[config.mk]
export PLATFORM = sky130hd
export DESIGN_NAME = shot_load_ram
export DESIGN_NICKNAME = d
export VERILOG_FILES = /design/src/rtl/astro_pkg.sv /design/src/rtl/init_sweeper.sv /design/src/rtl/shot_load_ram.sv
export SDC_FILE = /design/constraint.sdc
export NUM_CORES = 1
export LEC_CHECK = 0
export ABC_AREA = 1
export CAP_MARGIN = 20
export CORE_MARGIN = 8
export CORE_UTILIZATION = 25
export CTS_BUF_LIST = sky130_fd_sc_hd__clkbuf_8
export CTS_CLUSTER_SIZE = 28
export DETAILED_ROUTE_END_ITERATION = 10
export PLACE_DENSITY = 0.46
export SYNTH_ARGS = -nofsm -noshare
export SYNTH_HDL_FRONTEND = slang
export SYNTH_SLANG_ARGS = --single-unit
[constraint.sdc]
create_clock -name clk -period 2.07 [get_ports clk]
set_clock_uncertainty 0.15 [all_clocks]
set_input_delay 0.207 -clock clk [delete_from_list [all_inputs] [get_ports clk]]
set_output_delay 0.207 -clock clk [all_outputs]
set_load 0.05 [all_outputs]
[src/rtl/astro_pkg.sv]
// Shared AstroGenius datapath constants and the init-sweep state type.
package astro_pkg;

    localparam int SHOT_SLOTS_W = 4;
    localparam int SHOT_LOAD_W  = 2;
    localparam logic [SHOT_LOAD_W-1:0] SHOT_LOAD_FULL = 2'b10;

    typedef enum logic {
        IDLE  = 1'b0,
        SWEEP = 1'b1
    } sweep_state_t;

endpackage

[src/rtl/init_sweeper.sv]
// Walks a pointer across every RAM address once, one per cycle, after reset or init.
module init_sweeper
    import astro_pkg::*;
#(
    parameter int ADDR_W = SHOT_SLOTS_W
) (
    input  logic              clk,
    input  logic              reset,
    input  logic              init,
    output logic              busy,
    output logic              sweep_we,
    output logic [ADDR_W-1:0] sweep_addr
);

    localparam logic [ADDR_W-1:0] LAST_ADDR = {ADDR_W{1'b1}};

    sweep_state_t      r_state;
    sweep_state_t      w_state_next;
    logic [ADDR_W-1:0] r_ptr;
    logic [ADDR_W-1:0] w_ptr_next;

    always_ff @(posedge clk) begin
        if (reset) begin
            r_state <= SWEEP;
            r_ptr   <= '0;
        end else begin
            r_state <= w_state_next;
            r_ptr   <= w_ptr_next;
        end
    end

    // The pointer parks on the top address when the sweep ends; it never wraps.
    always_comb begin
        w_state_next = r_state;
        w_ptr_next   = r_ptr;
        case (r_state)
            IDLE: begin
                if (init) begin
                    w_state_next = SWEEP;
                    w_ptr_next   = '0;
                end
            end
            SWEEP: begin
                if (r_ptr == LAST_ADDR) begin
                    w_state_next = IDLE;
                end else begin
                    w_ptr_next = r_ptr + 1'b1;
                end
            end
            default: w_state_next = IDLE;
        endcase
    end

    assign busy       = (r_state == SWEEP);
    assign sweep_we   = busy;
    assign sweep_addr = r_ptr;

endmodule

[src/rtl/shot_load_ram.sv]
// Per-slot shot load counters with direct write, saturating inc/dec and a swept init.
module shot_load_ram
    import astro_pkg::*;
#(
    parameter int                 DATA_W   = SHOT_LOAD_W,
    parameter int                 ADDR_W   = SHOT_SLOTS_W,
    parameter logic [DATA_W-1:0]  INIT_VAL = SHOT_LOAD_FULL,
    parameter logic [DATA_W-1:0]  MAX_VAL  = {DATA_W{1'b1}}
) (
    input  logic              clk,
    input  logic              reset,
    input  logic              init,
    input  logic              we,
    input  logic              inc,
    input  logic              dec,
    input  logic [DATA_W-1:0] data,
    input  logic [ADDR_W-1:0] addr,
    output logic [DATA_W-1:0] q,
    output logic              zero,
    output logic              busy,
    output logic              sat
);

    localparam int DEPTH = 1 << ADDR_W;
    localparam logic [DATA_W:0] ONE_EXT = {{DATA_W{1'b0}}, 1'b1};

    logic [DATA_W-1:0] r_ram [DEPTH];
    logic [ADDR_W-1:0] r_addr;
    logic              r_sat;

    logic              w_busy;
    logic              w_sweep_we;
    logic [ADDR_W-1:0] w_sweep_addr;
    logic              w_ops_ok;
    logic [DATA_W-1:0] w_rd;
    logic [DATA_W:0]   w_inc_ext;
    logic [DATA_W:0]   w_dec_ext;
    logic              w_op_en;
    logic [DATA_W-1:0] w_op_val;
    logic              w_sat_hit;
    logic              w_wr_en;
    logic [ADDR_W-1:0] w_wr_addr;
    logic [DATA_W-1:0] w_wr_data;

    init_sweeper #(
        .ADDR_W (ADDR_W)
    ) u_sweeper (
        .clk        (clk),
        .reset      (reset),
        .init       (init),
        .busy       (w_busy),
        .sweep_we   (w_sweep_we),
        .sweep_addr (w_sweep_addr)
    );

    assign w_ops_ok  = !w_busy && !reset;
    assign w_rd      = r_ram[addr];
    assign w_inc_ext = {1'b0, w_rd} + ONE_EXT;
    assign w_dec_ext = {1'b0, w_rd} - ONE_EXT;

    // Write wins over dec, dec over inc; a saturating op leaves the entry untouched.
    always_comb begin
        w_op_en   = 1'b0;
        w_op_val  = w_rd;
        w_sat_hit = 1'b0;
        if (w_ops_ok) begin
            if (we) begin
                w_op_en  = 1'b1;
                w_op_val = data;
            end else if (dec) begin
                w_op_en = 1'b1;
                if (w_rd == '0) begin
                    w_sat_hit = 1'b1;
                end else begin
                    w_op_val = w_dec_ext[DATA_W-1:0];
                end
            end else if (inc) begin
                w_op_en = 1'b1;
                if (w_rd == MAX_VAL) begin
                    w_sat_hit = 1'b1;
                end else begin
                    w_op_val = w_inc_ext[DATA_W-1:0];
                end
            end
        end
    end

    assign w_wr_en   = w_sweep_we || w_op_en;
    assign w_wr_addr = w_sweep_we ? w_sweep_addr : addr;
    assign w_wr_data = w_sweep_we ? INIT_VAL : w_op_val;

    always_ff @(posedge clk) begin
        if (w_wr_en) begin
            r_ram[w_wr_addr] <= w_wr_data;
        end
    end

    always_ff @(posedge clk) begin
        if (reset) begin
            r_addr <= '0;
            r_sat  <= 1'b0;
        end else begin
            if (!w_busy) begin
                r_addr <= addr;
            end
            r_sat <= w_sat_hit;
        end
    end

    // Contents are only trustworthy once the sweep is done, so reads show INIT_VAL meanwhile.
    assign q    = w_busy ? INIT_VAL : r_ram[r_addr];
    assign zero = (q == '0);
    assign busy = w_busy;
    assign sat  = r_sat;

endmodule
==> flow_summary.yaml, run 1 <==
critical_path:
  start_kind: "flip-flop"
  critPathArrivalTime_ps: 1800
  required_ps: 1710
  path_max_fanout: 8
  path_class: "flip-flop to output pin"
  cp-end-kind: "output pin"
sta:
  worst_slew_pin_slew_ps: 493
  hold_viol_final: 0
  slew_viol_final: 0
  hold_ws_ps: 312
  fin_crit_sh_pct: 104
  slew_headroom_pct: 67.0
  fin_crit_ps: 2160
  fin_setup_tns_ps: -178
  setup_viol: 2
  timing.final.ws_setup_ps: -91.6
  rsz0062_at_grt: "yes"
  fmax_ghz: 0.463
yosys:
  synth-edff-count: 32
  ys_seq_area_share_pct: 51.3
  yosys.area_share.simple_pct: 25.0
  synth_mux_area_share_pct: 0
  yosys.area_share.xor_xnor_pct: 0.362
  synth.area.top_cells: "edfxtp_1 40%, dfxtp_1 12%, nand2_1 8.4%"
  yosysWarnings: 0
  synth_top_family_by_area: "simple AND/OR/NAND/NOR gates"
  synth_top_area_share_pct: 39.7
  synthAdderAreaFrac_pct: 0.517
  synth_cells: 293
  avgSynthCellArea_um2: 8.26
  synth_seq_cells: 46
  async_flop_share_pct: 0
  synth_area_mm2: 0.00242
  netlist.top_cell.by_area: "edfxtp_1"
  synth-compound-area-share_pct: 13.4
  synth_ff_type: "edfxtp_1"
  synth_nets: 306
  synth_cell_types: 29
route:
  first_pass_iters: 4
  ant_nets: 0
  drt-wirelength-per-cell_um: 14.4
  routed_wl_um: 6760
  vias_per_cell: 4.48
  route.vias.total: 2098
  drtIter0Drc: 100
  drc_errors: 0
final_layout:
  multi_input_area_mm2: 0.00104
  num_antenna_cells: 0
  fill_cells: 986
  utilization_pct: 33.5
  seqCellArea_mm2: 0.00124
  nets: 347
  area_delta_synth_final_pct: 32.7
  fin_area_mm2: 0.00321
  stdcell_count: 468
  drive_gt1_share_pct: 21.5
die:
  fp-row-count: 36
  dieArea_mm2: 0.0131
  coreArea_mm2: 0.00959
  io_pins: 17
  die_h_um: 114
  die_x_um: 114
  start_util_pct: 25.2
run_status:
  violations: "setup timing"
  outcome: "finished, violations left"
place:
  dp_hpwl_um: 4860
  post_dp_cell_area_mm2: 0.00295
  dp_cells: 456
  port_buffers: 16
  place_congestion: 0.825
  place_ws_ps: -269
worst_hold_path:
  min_path_type: "flip-flop to flip-flop"
clocking:
  insertion_delay_ps: 310
  cts_buffer_depth: 2
  tritoncts: "done"
  holdBufCountCts: 0
  clk_pin_slew_ps: 90
  htree_levels: 2
  cts_sinks: 46
  root_buffer: "clkbuf_8"
  cts_buffers: 5
power:
  powerDensity_mw_per_mm2: 561
  power_mw: 1.80
  ir_worst_vdd_mv: 0.288
  p_leak_nw: 1.28
global_route:
  grt_max_degree: 28
  grt_overflow_total: 0
  antenna_found_initial: 0
  grt_usage_pct: 10.8
  grt_pass1_wl_um: 10900
  grt_pass1_vias: 2086
run:
  maxCapViolCount: 0
-- layer usage --
metal,GRT usage [%],up-vias,share of wire (%),routed length (um)
met2,18.0,49,47,3150
li1,-,1064,-,-
met1,13.3,972,45,3070
met3,2.64,13,6.0,403
met4,3.90,0,2.0,138
met5,0,-,0,0
-- what timing repair did --
| action | CTS | global route |
|---|---|---|
| pin swaps | 12 | 5 |
| cloned | 2 | 1 |
| gates resized for setup | 29 | 4 |
| setup endpoints to repair | 3 | 35 |
| setup buffers | 1 | 1 |
-- cells in the final DEF (no fill, tap or decap), types with 2 or more instances in the layout --
master,netlist,routed
a21oi_1,29,25
o21ai_0,17,6
nand3b_1,2,2
nand4_1,2,2
nand2_2,3,4
nand2_1,54,53
nor2_1,35,33
dfxtp_1,14,13
o221ai_2,0,4
o21ai_2,1,4
nor2_4,0,2
nor2_2,3,3
o21ai_1,4,12
clkbuf_8,0,5
nand3_1,27,25
inv_2,3,3
or2_1,2,2
or2_0,2,2
nand3_2,3,5
a21oi_2,0,3
o211ai_1,3,3
inv_1,37,37
buf_12,0,8
buf_4,0,22
clkdlybuf4s50_1,0,11
edfxtp_1,32,32
-- sequential cells by signal, indices dropped and copies added (netlist names), named ones only --
register and count:
u_sweeper.sweep_addr 4, u_sweeper.busy 1, r_ram 32, sat 1
r_addr 4
-- critical path: stages, from the launching register on --
cell,delay (ps)
dfxtp_4,430
buf_12,150
buf_8,110
o21ai_0,80
a21oi_1,160
o221ai_2,140
a21oi_2,250
buf_12,170
-- cells by family after synthesis --
| kind of cell | count (synthesis) |
|---|---|
| XOR/XNOR | 1 |
| adder cells (fa/ha/maj) | 1 |
| buffers and inverters | 51 |
| AND/OR/NAND/NOR | 135 |
| AO/OA/AOI/OAI | 59 |
| flip-flops | 46 |
-- area by class of cell --
| type | count | share of cell area [%] |
|---|---|---|
| sequential | 46 | 38.8 |
| multi-input combinational | 196 | 32.3 |
| timing repair buffer | 45 | 16.0 |
| tap | 133 | 5.18 |
| inverter | 40 | 4.67 |
| clock buffer | 5 | 2.14 |
| clock inverter | 3 | 0.896 |
-- Yosys cell counts (4+ instances only) --
cell type   n
a21oi_1    29
buf_2       5
buf_6       4
dfxtp_1    14
edfxtp_1   32
inv_1      37
nand2_1    54
nand3_1    27
nor2_1     35
o21ai_0    17
o21ai_1     4
o221ai_1    4
-- path summary, 6_finish.rpt --
check / startpoint / endpoint / slack [ps] / depth (start not counted)
worst max-delay path: flip-flop / q[0] / -90 / 7
worst min-delay path: r_addr[3] / r_addr[3] / 310 / 2
worst max register to register: r_ram[4][1] / r_ram[8][0] / 200 / 10
worst min register to register: r_addr[3] / r_addr[3] / 310 / 2
-- power by group --
part / switching (mW) / total [mW] / internal (mW)
logic: 0.118 / 0.207 / 0.0893
clock network: 0.348 / 0.601 / 0.253
registers: 0.00898 / 0.995 / 0.986
Note: power is estimated with default switching activity, not from simulation.
==> inputs of run 2 (changes only) <==
- GPL_ROUTABILITY_DRIVEN: unset -> 0
- PLACE_DENSITY: 0.46 -> 0.45
- SYNTH_HIERARCHICAL: unset -> 1
==> run 2 against run 1 <==
Effect of this change: the flow still finishes with violations (setup timing); worst setup slack better by 71 ps; core utilization up 1.9 points; non-clock buffer count up 10; die area up 1.6%; flip-flop and latch count unchanged; global-route usage up 0.10 points; sequential share of layout area down 2.4 points; cell count up 5.3%; sequential power about the same; register-to-register slack worse by 120 ps; critical endpoint is now zero; largest cell class unchanged.
==> flow_summary.yaml, run 2 <==
worst_hold_path:
  min_path_type: "input port to flip-flop"
critical_path:
  cpMaxStageDelayCell: "dfxtp_4"
  critPathMaxStageDelay_ps: 420
  timing.critical_path.mode_cell: "buf_12"
  required_ps: 1710
  crit_family: "flip-flops"
  critPathArrivalTime_ps: 1730
  cp-end-kind: "output pin"
  path_max_fanout: 8
  path_buf_inv: 2
  path_class: "flip-flop to output pin"
  start_kind: "flip-flop"
  worstPathCellList: "buf_12 -> a21oi_2 -> o21ai_4 -> nand2_2 -> o221ai_4 -> nand3_2 -> nor2_4 -> buf_12"
yosys:
  avgSynthCellArea_um2: 8.06
  synth_nets: 319
  synth_cells: 306
  synth_most_common_cell: "nand2_1"
  synth.area.top_cells: "edfxtp_1 39%, dfxtp_1 11%, nand2_1 9.1%"
  netlist.top_cell.by_area: "edfxtp_1"
  synth_commonest_cells: "60 x nand2_1, 43 x inv_1, 40 x nand3_1"
  synth_area_mm2: 0.00247
  synth_top_area_share_pct: 39.0
  synth_seq_cells: 46
  synth_ff_type: "edfxtp_1"
  yosysWarnings: 6
  ys_seq_area_share_pct: 50.3
  synth-edff-count: 32
  async_flop_share_pct: 0
  synth_cell_types: 27
run:
  maxCapViolCount: 0
final_layout:
  num_antenna_cells: 0
  top_register: "r_ram"
  utilization_pct: 35.4
  stdcell_count: 493
  layout_commonest_cell: "nand2_1"
  drive_gt1_share_pct: 29.4
  largest_register_ff_count: 32
  layout_common_cells: "57 x nand2_1, 43 x inv_1, 32 x nand3_1, 32 x buf_4, 32 x edfxtp_1"
  nets: 372
  fill_cells: 982
  area_delta_synth_final_pct: 38.9
power:
  power_mw: 1.80
  switchingPower_uw: 449
  power_frac_seq_pct: 55.2
  powerDensity_mw_per_mm2: 525
  sw_frac_of_total_pct: 25.0
  p_leak_nw: 1.42
  clockPowerShare_pct: 32.3
  ir_worst_vdd_mv: 0.224
  comb_power_share_pct: 12.5
  intPower_mw: 1.35
global_route:
  antenna_found_initial: 0
  grt_pass1_vias: 2094
  grt_pass1_wl_um: 11200
  grt_usage_pct: 10.9
  grt_max_degree: 33
  grt_overflow_total: 0
place:
  dp_hpwl_um: 5190
  place_ws_ps: -630
  port_buffers: 16
  dp_cells: 478
clocking:
  root_buffer: "clkbuf_8"
  htree_levels: 2
  clk_pin_slew_ps: 90
  holdBufCountCts: 0
  cts_sinks: 46
  cts_buffers: 5
  insertion_delay_ps: 300
  tritoncts: "done"
  cts_buffer_depth: 2
run_status:
  outcome: "finished, violations left"
  violations: "setup timing"
sta:
  slew_viol_final: 0
  hold_viol_final: 0
  fmax_ghz: 0.478
  rsz0062_at_grt: "yes"
  slew_headroom_pct: 66.9
  fin_crit_ps: 2090
  setup_viol: 3
  hold_ws_ps: 320
  worst_slew_pin_slew_ps: 495
  timing.final.ws_setup_ps: -20.3
  fin_crit_sh_pct: 101
route:
  ant_nets: 0
  drtIter0Drc: 138
  first_pass_iters: 4
  vias_per_cell: 4.61
  routed_wl_um: 7470
  route.vias.total: 2271
  drc_errors: 0
  drt-wirelength-per-cell_um: 15.1
die:
  coreArea_mm2: 0.00968
  die_x_um: 115
  io_pins: 17
  die_h_um: 115
  dieArea_mm2: 0.0133
  fp-row-count: 36
  start_util_pct: 25.5
[run 2: cell type report]
type	count	area [um2]	share of cell area (%)
clock inverters	2	12.5	0.365
repair buffers	55	557	16.3
inverters	48	183	5.33
multi-input cells	203	1180	34.4
well taps	133	166	4.86
clock buffers	6	82.6	2.41
flip-flops and latches	46	1250	36.4
[run 2: logic make-up after synthesis]
group / count (synthesis) / share of synthesized area, %
buffers and inverters: 57 / 9.74
AOI/OAI and AO/OA: 56 / 13.0
and+or+nand+nor: 146 / 26.4
DFF: 46 / 50.3
adders and majority gates: 1 / 0.507
[run 2: path summary, 6_finish.rpt]
| check | endpoint | depth (start not counted) | slack [ps] | startpoint |
|---|---|---|---|---|
| setup / recovery | zero | 8 | -20 | flip-flop |
| hold / removal | flip-flop | 4 | 320 | addr[1] |
| setup reg to reg | r_ram[6][1] | 11 | 80 | r_ram[12][0] |
| hold reg to reg | flip-flop | 2 | 340 | r_addr[1] |
[run 2: metrics by stage]
| step | TNS [ps] | instance area (um2) |
|---|---|---|
| after floorplan | -126 | 2480 |
| after global placement | -18370 | 3040 |
| after detailed placement | -19500 | 3040 |
| after CTS | -17.5 | 3180 |
| after global routing | -261 | 3420 |
| final | -36.9 | 3420 |
[run 2: power groups by stage]
stage / Clock (mW) / Combinational [mW] / Sequential (mW)
3_3_place_gp: 0 / 0.213 / 1.01
2_1_floorplan: 0 / 0.110 / 1.01
5_1_grt: 0.631 / 0.246 / 0.994
4_1_cts: 0.600 / 0.214 / 0.993
6_report: 0.581 / 0.224 / 0.992
3_5_place_dp: 0 / 0.211 / 1.01
[run 2: what timing repair did]
item	4_1_cts	5_1_grt
buffers inserted	2	2
pin swaps	0	15
cloned	0	3
gates resized for setup	11	47
endpoints found under the setup margin	35	39
[run 2: worst register-to-register path, delay by kind of cell (launching register included)]
kind	cells	cell delay, ps
simple gates	8	810
flops	1	410
buf+inv	2	300
compound gates	1	80
[run 2: layer usage]
metal  global-route usage (%)  up-vias  wire length [um]
met5                        0        -                 0
met4                     5.08        0               148
met3                     2.05        9               375
met2                     17.4       70              3620
met1                     14.0     1066              3320
li1                         -     1126                 -
